`src/rtl/lock_sequencer_if.sv`:
```
`default_nettype none
// ----------------------------------------------------------------------------
// lock_sequencer_if : encoder/button inputs and display/status outputs
// Rev 1.0
// ----------------------------------------------------------------------------
interface lock_sequencer_if;
  logic [3:0] enc;
  logic [2:0] pb_press_type;
  logic [3:0] display_value;
  logic [2:0] display_select;
  logic       unlocked;
  logic       alarm;

  modport master (
    output enc, pb_press_type,
    input  display_value, display_select, unlocked, alarm
  );

  modport slave (
    input  enc, pb_press_type,
    output display_value, display_select, unlocked, alarm
  );
endinterface
`default_nettype wire

```
`src/rtl/lock_sequencer.sv`:
```
`default_nettype none
// ----------------------------------------------------------------------------
// lock_sequencer : combination-lock controller with retry count and lockout.
// Optional code programming from OPEN when LOCK_CODE_PROGRAM_EN is defined.
// Rev 1.0
// ----------------------------------------------------------------------------
module lock_sequencer #(
  parameter logic [15:0] CODE           = 16'h4321,
  parameter int          CODE_LEN       = 4,
  parameter int          MAX_ATTEMPTS   = 3,
  parameter int          HOLD_CYCLES    = 10_000_000,
  parameter int          LOCKOUT_CYCLES = 50_000_000
) (
  input logic             clk,
  input logic             rstn,
  lock_sequencer_if.slave bus
);

  localparam logic [15:0] DIGIT_MASK = 16'(32'hFFFF >> (16 - 4 * CODE_LEN));
  localparam logic [1:0]  LAST_IDX   = 2'(CODE_LEN - 1);
  localparam logic [3:0]  MAX_ATT    = 4'(MAX_ATTEMPTS);
  localparam logic [25:0] HOLD_LOAD  = 26'(HOLD_CYCLES - 1);
  localparam logic [25:0] LOCK_LOAD  = 26'(LOCKOUT_CYCLES - 1);

  typedef enum logic [2:0] {
    ST_IDLE    = 3'd0,
    ST_ENTRY   = 3'd1,
    ST_CHECK   = 3'd2,
    ST_OPEN    = 3'd3,
    ST_FAIL    = 3'd4,
    ST_LOCKOUT = 3'd5
`ifdef LOCK_CODE_PROGRAM_EN
    , ST_PROG  = 3'd6
`endif
  } state_t;

  state_t      state, state_nxt;
  logic [15:0] digits, digits_nxt;
  logic [1:0]  idx, idx_nxt;
  logic [3:0]  attempts, attempts_nxt;
  logic [25:0] timer, timer_nxt;
  logic [3:0]  disp_value, disp_value_nxt;
  logic [2:0]  disp_select, disp_select_nxt;
  logic        unlocked_q, unlocked_nxt;
  logic        alarm_q, alarm_nxt;

`ifdef LOCK_CODE_PROGRAM_EN
  logic [15:0] code_reg, code_reg_nxt;
`else
  logic [15:0] code_reg;
  assign code_reg = CODE;
`endif

  // Long press dominates, so a short strobe only counts when long is absent.
  logic short_p, long_p, match, unused_double;
  assign short_p       = bus.pb_press_type[0] & ~bus.pb_press_type[1];
  assign long_p        = bus.pb_press_type[1];
  assign unused_double = bus.pb_press_type[2];
  assign match         = ((digits ^ code_reg) & DIGIT_MASK) == 16'h0000;

  always_comb begin
    state_nxt    = state;
    digits_nxt   = digits;
    idx_nxt      = idx;
    attempts_nxt = attempts;
    timer_nxt    = timer;
`ifdef LOCK_CODE_PROGRAM_EN
    code_reg_nxt = code_reg;
`endif
    case (state)
      ST_IDLE: begin
        if (short_p) begin
          digits_nxt[3:0] = bus.enc;
          if (CODE_LEN == 1) begin
            state_nxt = ST_CHECK;
          end else begin
            idx_nxt   = 2'd1;
            state_nxt = ST_ENTRY;
          end
        end
      end
      ST_ENTRY: begin
        if (long_p) begin
          digits_nxt = 16'h0000;
          idx_nxt    = 2'd0;
          state_nxt  = ST_IDLE;
        end else if (short_p) begin
          digits_nxt[{idx, 2'b00} +: 4] = bus.enc;
          if (idx == LAST_IDX) state_nxt = ST_CHECK;
          else                 idx_nxt   = idx + 2'd1;
        end
      end
      ST_CHECK: begin
        digits_nxt = 16'h0000;
        idx_nxt    = 2'd0;
        if (match) begin
          attempts_nxt = 4'd0;
          state_nxt    = ST_OPEN;
        end else begin
          attempts_nxt = attempts + 4'd1;
          if (attempts_nxt == MAX_ATT) begin
            timer_nxt = LOCK_LOAD;
            state_nxt = ST_LOCKOUT;
          end else begin
            timer_nxt = HOLD_LOAD;
            state_nxt = ST_FAIL;
          end
        end
      end
      ST_FAIL: begin
        if (timer == 26'd0) state_nxt = ST_IDLE;
        else                timer_nxt = timer - 26'd1;
      end
      ST_LOCKOUT: begin
        if (timer == 26'd0) begin
          attempts_nxt = 4'd0;
          state_nxt    = ST_IDLE;
        end else begin
          timer_nxt = timer - 26'd1;
        end
      end
      ST_OPEN: begin
        if (short_p) begin
          state_nxt = ST_IDLE;
`ifdef LOCK_CODE_PROGRAM_EN
        end else if (long_p) begin
          digits_nxt = 16'h0000;
          idx_nxt    = 2'd0;
          state_nxt  = ST_PROG;
`endif
        end
      end
`ifdef LOCK_CODE_PROGRAM_EN
      ST_PROG: begin
        if (long_p) begin
          digits_nxt = 16'h0000;
          idx_nxt    = 2'd0;
          state_nxt  = ST_OPEN;
        end else if (short_p) begin
          digits_nxt[{idx, 2'b00} +: 4] = bus.enc;
          if (idx == LAST_IDX) begin
            code_reg_nxt = digits_nxt;
            idx_nxt      = 2'd0;
            state_nxt    = ST_OPEN;
          end else begin
            idx_nxt = idx + 2'd1;
          end
        end
      end
`endif
      default: state_nxt = ST_IDLE;
    endcase
  end

  // Outputs are registered from the upcoming state; CHECK keeps the last values.
  always_comb begin
    disp_select_nxt = disp_select;
    disp_value_nxt  = disp_value;
    unlocked_nxt    = unlocked_q;
    alarm_nxt       = alarm_q;
    case (state_nxt)
      ST_IDLE: begin
        disp_select_nxt = 3'b000; disp_value_nxt = bus.enc;
        unlocked_nxt    = 1'b0;   alarm_nxt      = 1'b0;
      end
      ST_ENTRY: begin
        disp_select_nxt = {1'b0, idx_nxt}; disp_value_nxt = bus.enc;
        unlocked_nxt    = 1'b0;            alarm_nxt      = 1'b0;
      end
      ST_OPEN: begin
        disp_select_nxt = 3'b100; disp_value_nxt = 4'hA;
        unlocked_nxt    = 1'b1;   alarm_nxt      = 1'b0;
      end
      ST_FAIL: begin
        disp_select_nxt = 3'b101; disp_value_nxt = 4'hF;
        unlocked_nxt    = 1'b0;   alarm_nxt      = 1'b0;
      end
      ST_LOCKOUT: begin
        disp_select_nxt = 3'b110; disp_value_nxt = 4'hE;
        unlocked_nxt    = 1'b0;   alarm_nxt      = 1'b1;
      end
`ifdef LOCK_CODE_PROGRAM_EN
      ST_PROG: begin
        disp_select_nxt = {1'b0, idx_nxt}; disp_value_nxt = bus.enc;
        unlocked_nxt    = 1'b1;            alarm_nxt      = 1'b0;
      end
`endif
      default: ;
    endcase
  end

  always_ff @(posedge clk or negedge rstn) begin
    if (!rstn) begin
      state       <= ST_IDLE;
      digits      <= 16'h0000;
      idx         <= 2'd0;
      attempts    <= 4'd0;
      timer       <= 26'd0;
      disp_value  <= 4'h0;
      disp_select <= 3'b000;
      unlocked_q  <= 1'b0;
      alarm_q     <= 1'b0;
    end else begin
      state       <= state_nxt;
      digits      <= digits_nxt;
      idx         <= idx_nxt;
      attempts    <= attempts_nxt;
      timer       <= timer_nxt;
      disp_value  <= disp_value_nxt;
      disp_select <= disp_select_nxt;
      unlocked_q  <= unlocked_nxt;
      alarm_q     <= alarm_nxt;
    end
  end

`ifdef LOCK_CODE_PROGRAM_EN
  always_ff @(posedge clk or negedge rstn) begin
    if (!rstn) code_reg <= CODE;
    else       code_reg <= code_reg_nxt;
  end
`endif

  assign bus.display_value  = disp_value;
  assign bus.display_select = disp_select;
  assign bus.unlocked       = unlocked_q;
  assign bus.alarm          = alarm_q;

endmodule
`default_nettype wire

```
`src/flat_wrapper.sv`:
```
// flat-port wrapper written by rule: the top's interface ports become plain ports
module lock_sequencer_flat 
#(
  parameter logic [15:0] CODE           = 16'h4321,
  parameter int          CODE_LEN       = 4,
  parameter int          MAX_ATTEMPTS   = 3,
  parameter int          HOLD_CYCLES    = 10_000_000,
  parameter int          LOCKOUT_CYCLES = 50_000_000
)
  (clk, rstn, bus_enc, bus_pb_press_type, bus_display_value, bus_display_select, bus_unlocked, bus_alarm);
  lock_sequencer_if bus_i ();
  input logic clk;
  input logic rstn;
  input wire logic [$bits(bus_i.enc)-1:0] bus_enc;
  input wire logic [$bits(bus_i.pb_press_type)-1:0] bus_pb_press_type;
  output wire logic [$bits(bus_i.display_value)-1:0] bus_display_value;
  output wire logic [$bits(bus_i.display_select)-1:0] bus_display_select;
  output wire logic [$bits(bus_i.unlocked)-1:0] bus_unlocked;
  output wire logic [$bits(bus_i.alarm)-1:0] bus_alarm;
  assign bus_i.enc = bus_enc;
  assign bus_i.pb_press_type = bus_pb_press_type;
  assign bus_display_value = bus_i.display_value;
  assign bus_display_select = bus_i.display_select;
  assign bus_unlocked = bus_i.unlocked;
  assign bus_alarm = bus_i.alarm;
  lock_sequencer #(.CODE(CODE), .CODE_LEN(CODE_LEN), .MAX_ATTEMPTS(MAX_ATTEMPTS), .HOLD_CYCLES(HOLD_CYCLES), .LOCKOUT_CYCLES(LOCKOUT_CYCLES)) u_core (.clk(clk), .rstn(rstn), .bus(bus_i));
endmodule
```
`config.mk`:
```
export PLATFORM = sky130hd
export DESIGN_NAME = lock_sequencer_flat
export DESIGN_NICKNAME = d
export VERILOG_FILES = /design/src/rtl/lock_sequencer_if.sv /design/src/rtl/lock_sequencer.sv /design/src/flat_wrapper.sv
export SDC_FILE = /design/constraint.sdc
export NUM_CORES = 1
export LEC_CHECK = 0
export CAP_MARGIN = 20
export CORE_MARGIN = 4
export CORE_UTILIZATION = 50
export DETAILED_ROUTE_END_ITERATION = 16
export GPL_TIMING_DRIVEN = 0
export PLACE_DENSITY = 0.7
export SETUP_SLACK_MARGIN = 0.15
export SLEW_MARGIN = 10
export SYNTH_ARGS = -nofsm -noshare
export SYNTH_HDL_FRONTEND = slang
export SYNTH_SLANG_ARGS = --single-unit
export TNS_END_PERCENT = 30
```
`constraint.sdc`:
```
create_clock -name clk -period 3.9 [get_ports clk]
set_clock_uncertainty 0.15 [all_clocks]
set_input_delay 0.975 -clock clk [delete_from_list [all_inputs] [get_ports clk]]
set_output_delay 0.975 -clock clk [all_outputs]
set_load 0.05 [all_outputs]
```
==> summary.txt <==
Status
  – Status: completed

GRT
  – Met1 Use GR: 0.333
  – Vias in the first global route: 2599
  – M2 GR Usage: 0.303
  – M3 GR Usage: 0.0593
  – Grt ovf: 0
  – Pin count of the biggest net entering global routing: 61
  – Total GRT Usage: 0.220
  – First-pass GRT wire length: 13000 µm
  – Initial antenna violation count: 0
  – Most used routing layer: met1

Layout
  – FF/Latch Area: 1500 µm²
  – Area occupied by multi-input gates: 1590 µm²
  – Finished Layout Cells: 436
  – Fill count: 533
  – P&R area growth vs syn: 14.6%
  – Post-layout nets: 373
  – Ant diodes: 0
  – Share of cells above drive strength 1: 0.0997

Floorplan
  – Ports: 18
  – Die width: 88.1 µm
  – Die H: 88.1 µm
  – Rows: 28
  – Die area: 7760 µm²
  – Core Region: 6060 µm²
  – Effective utilization at floorplan: 0.529

STA
  – Final Hold Viols: 0
  – RSZ-0062 raised after global routing: false
  – Worst-Margin Slew: 980 ps
  – Fmax: 0.322 GHz
  – Max-Slew Margin vs Limit: 0.340
  – Fin crit period: 3110 ps
  – Finish-stage setup viols: 0
  – Setup TNS: 0 ps
  – Min Hold Slack: 334 ps
  – Final period utilization: 0.796
  – Max Slew Vio Count: 0

Place
  – Detail Placement HPWL: 5210 µm
  – Routability cong.: 0.905
  – Placed instance count: 420
  – PortBufs: 14

Route
  – Total Wirelength: 7500 µm
  – DRT Pass-1 Iters: 5
  – Number of DRC markers in iteration 0: 332
  – # DRC: 0
  – Routed wire per std cell: 17.2 µm
  – DR vias/cell: 6.02
  – Final ANT Viol Nets: 0
  – Routed via count: 2623

Yosys
  – Dominant synthesized flop cell: dfrtp_1
  – Syn Inst Count: 331
  – Share of the synthesized area in the top cell type: 0.468
  – Asr flop ratio synth: 1.00
  – Avg Inst Size Synth: 9.69 µm²
  – Cell Area, Synth: 3210 µm²
  – Post-synthesis sequential area ratio: 0.468
  – Yosys warns: 0
  – Distinct cell type count after synthesis: 57
  – Synthesis-stage register bit count: 60
  – Synth area leader: dfrtp_1
  – Post-synth EDFFs: 0
  – Syn Nets: 348
  – Synth top area cells: dfrtp_1, o21ai_0, nand2_1, a22o_1, ha_1

Power
  – Clock share of power: 0.239
  – P per Cell Area: 742 nW/µm²
  – Switch share: 0.399
  – Flop pwr share: 0.382
  – Maximum vdd drop: 479 µV
  – Leak: 0.00153 µW
  – Sw Pwr: 1090 µW
  – Combinational power share: 0.379
  – Cell internal pwr: 1640 µW

Critical path
  – Worst path slowest cell: nor4_1
  – Worst path max stage delay: 610 ps
  – Worst Path Required: 3990 ps
  – CP Buf/Inv Count: 1
  – Worst-path maximum fanout: 10
  – Setup CP Type: flip-flop to flip-flop
  – Critical path's top delay family: compound AO/OA/AOI/OAI gates
  – Crit. End Element: flip-flop
  – Crit path launch type: flip-flop
  – CP Cell Sequence: nor4_1 > nand4_1 > o41ai_2 > buf_2 > o21a_2 > o21ai_0 > a21o_1
  – CP arrival: 3200 ps

Clocking
  – CTS tree: done
  – Setup Buffers After CTS: 0
  – PostCTS Resize Cnt: 0
  – Worst skew pair latency: 350 ps
  – H-tree levels: 3
  – Hold_buf cts: 0
  – CTS buffer count: 9
  – Sink Count: 60
  – Clock tree buffer depth: 2
  – CTS clk-pin slew, worst paths: 70 ps
  – Clk root buf: clkbuf_8

Hold path
  – HP Class: flip-flop to flip-flop

Run
  – Max-Cap Viols: 0
==> synthesized netlist by cell type (all sizes together) (6+ instances only) <==
library cell / count
dfrtp: 60
nand2: 31
o21ai: 27
nor2: 23
a21oi: 19
inv: 15
a22o: 12
nand3: 10
nor3: 9
ha: 8
nand2b: 8
xnor2: 8
clkbuf: 7
a211oi: 6
nor4: 6
xor2: 6
==> cells by family after synthesis <==
family          after synthesis  share of synthesized area
buf+inv                      27                     0.0355
flops                        60                      0.468
fa+ha+maj                     8                     0.0312
xor+xnor                     14                     0.0382
mux                           1                    0.00351
simple gates                118                      0.200
compound gates              103                      0.223
==> power groups by stage <==
stage	registers [µW]	clock network [µW]	logic (µW)
2_1_floorplan	1110	0	664
3_5_place_dp	1040	0	1030
5_1_grt	1080	695	1160
6_report	1040	651	1030
3_3_place_gp	1040	0	1000
4_1_cts	1040	669	1030
==> final timing paths <==
path	startpoint	endpoint	slack, ps	cells past startpoint
hold / removal	u_core.bus.display_value[2]	u_core.bus.display_value[2]	330	2
setup reg to reg	u_core.timer[4]	u_core.timer[9]	790	7
max in group asynchronous	rstn	u_core.timer[0]	2560	1
setup / recovery	u_core.timer[4]	u_core.timer[9]	790	7
min in group asynchronous	rstn	u_core.digits[0]	550	1
hold reg to reg	u_core.bus.display_value[2]	u_core.bus.display_value[2]	330	2
==> layer usage <==
metal  vias to the layer above  wire, µm
li1                       1269         -
met1                      1275      3780
met2                        68      3220
met3                        11       390
met4                         0       103
met5                         -         0
==> placed cells by master, fill, tap and decap left out, types with 3 or more instances in the layout <==
master	synthesis	layout
a2111oi_0	3	3
a211oi_1	6	6
a21o_1	5	5
a21oi_1	19	19
a22o_1	12	12
a31oi_1	4	4
buf_2	4	4
clkbuf_1	7	7
clkbuf_8	0	11
clkdlybuf4s50_1	0	13
dfrtp_1	60	60
ha_1	8	8
inv_1	14	14
nand2_1	31	31
nand2b_1	8	8
nand3_1	10	10
nand4_1	3	3
nand4b_1	3	3
nor2_1	21	21
nor2b_1	4	4
nor3_1	9	9
nor3b_1	3	3
nor4_1	5	5
o211ai_1	4	4
o21ai_0	25	25
o22a_1	5	5
o41ai_1	3	3
or4_1	4	4
or4b_2	3	3
xnor2_1	8	8
xor2_1	6	6
==> registers in the layout (all words and copies together), names as in the netlist <==
name / count
u_core.digits: 16
u_core.bus.display_select: 3
u_core.bus.display_value: 4
u_core.idx: 2
u_core.attempts: 4
u_core.state: 3
u_core.bus.unlocked: 1
u_core.bus.alarm: 1
u_core.timer: 26
==> area by class of cell <==
class,count,area share
clock inverter,5,0.0228
timing repair buffer,14,0.0375
multi-input combinational,244,0.433
clock buffer,11,0.0412
tap,75,0.0255
buffer,12,0.0157
inverter,15,0.0153
sequential,60,0.409
==> stage by stage <==
step	power (µW)	area [µm²]	util	worst slack (ps)
after floorplan	1770	3210	-	1270
after global placement	2040	3440	0.568	-201
after detailed placement	2070	3440	0.567	892
after CTS	2740	3670	0.606	875
after global routing	2930	3670	0.606	614
final	2730	3670	0.606	794
==> worst min-delay path: stages, from the launching register on <==
cell and delay (ps):
dfrtp_1 350, nand2_1 50, nand2_1 50
(Power assumes the default switching activity.)
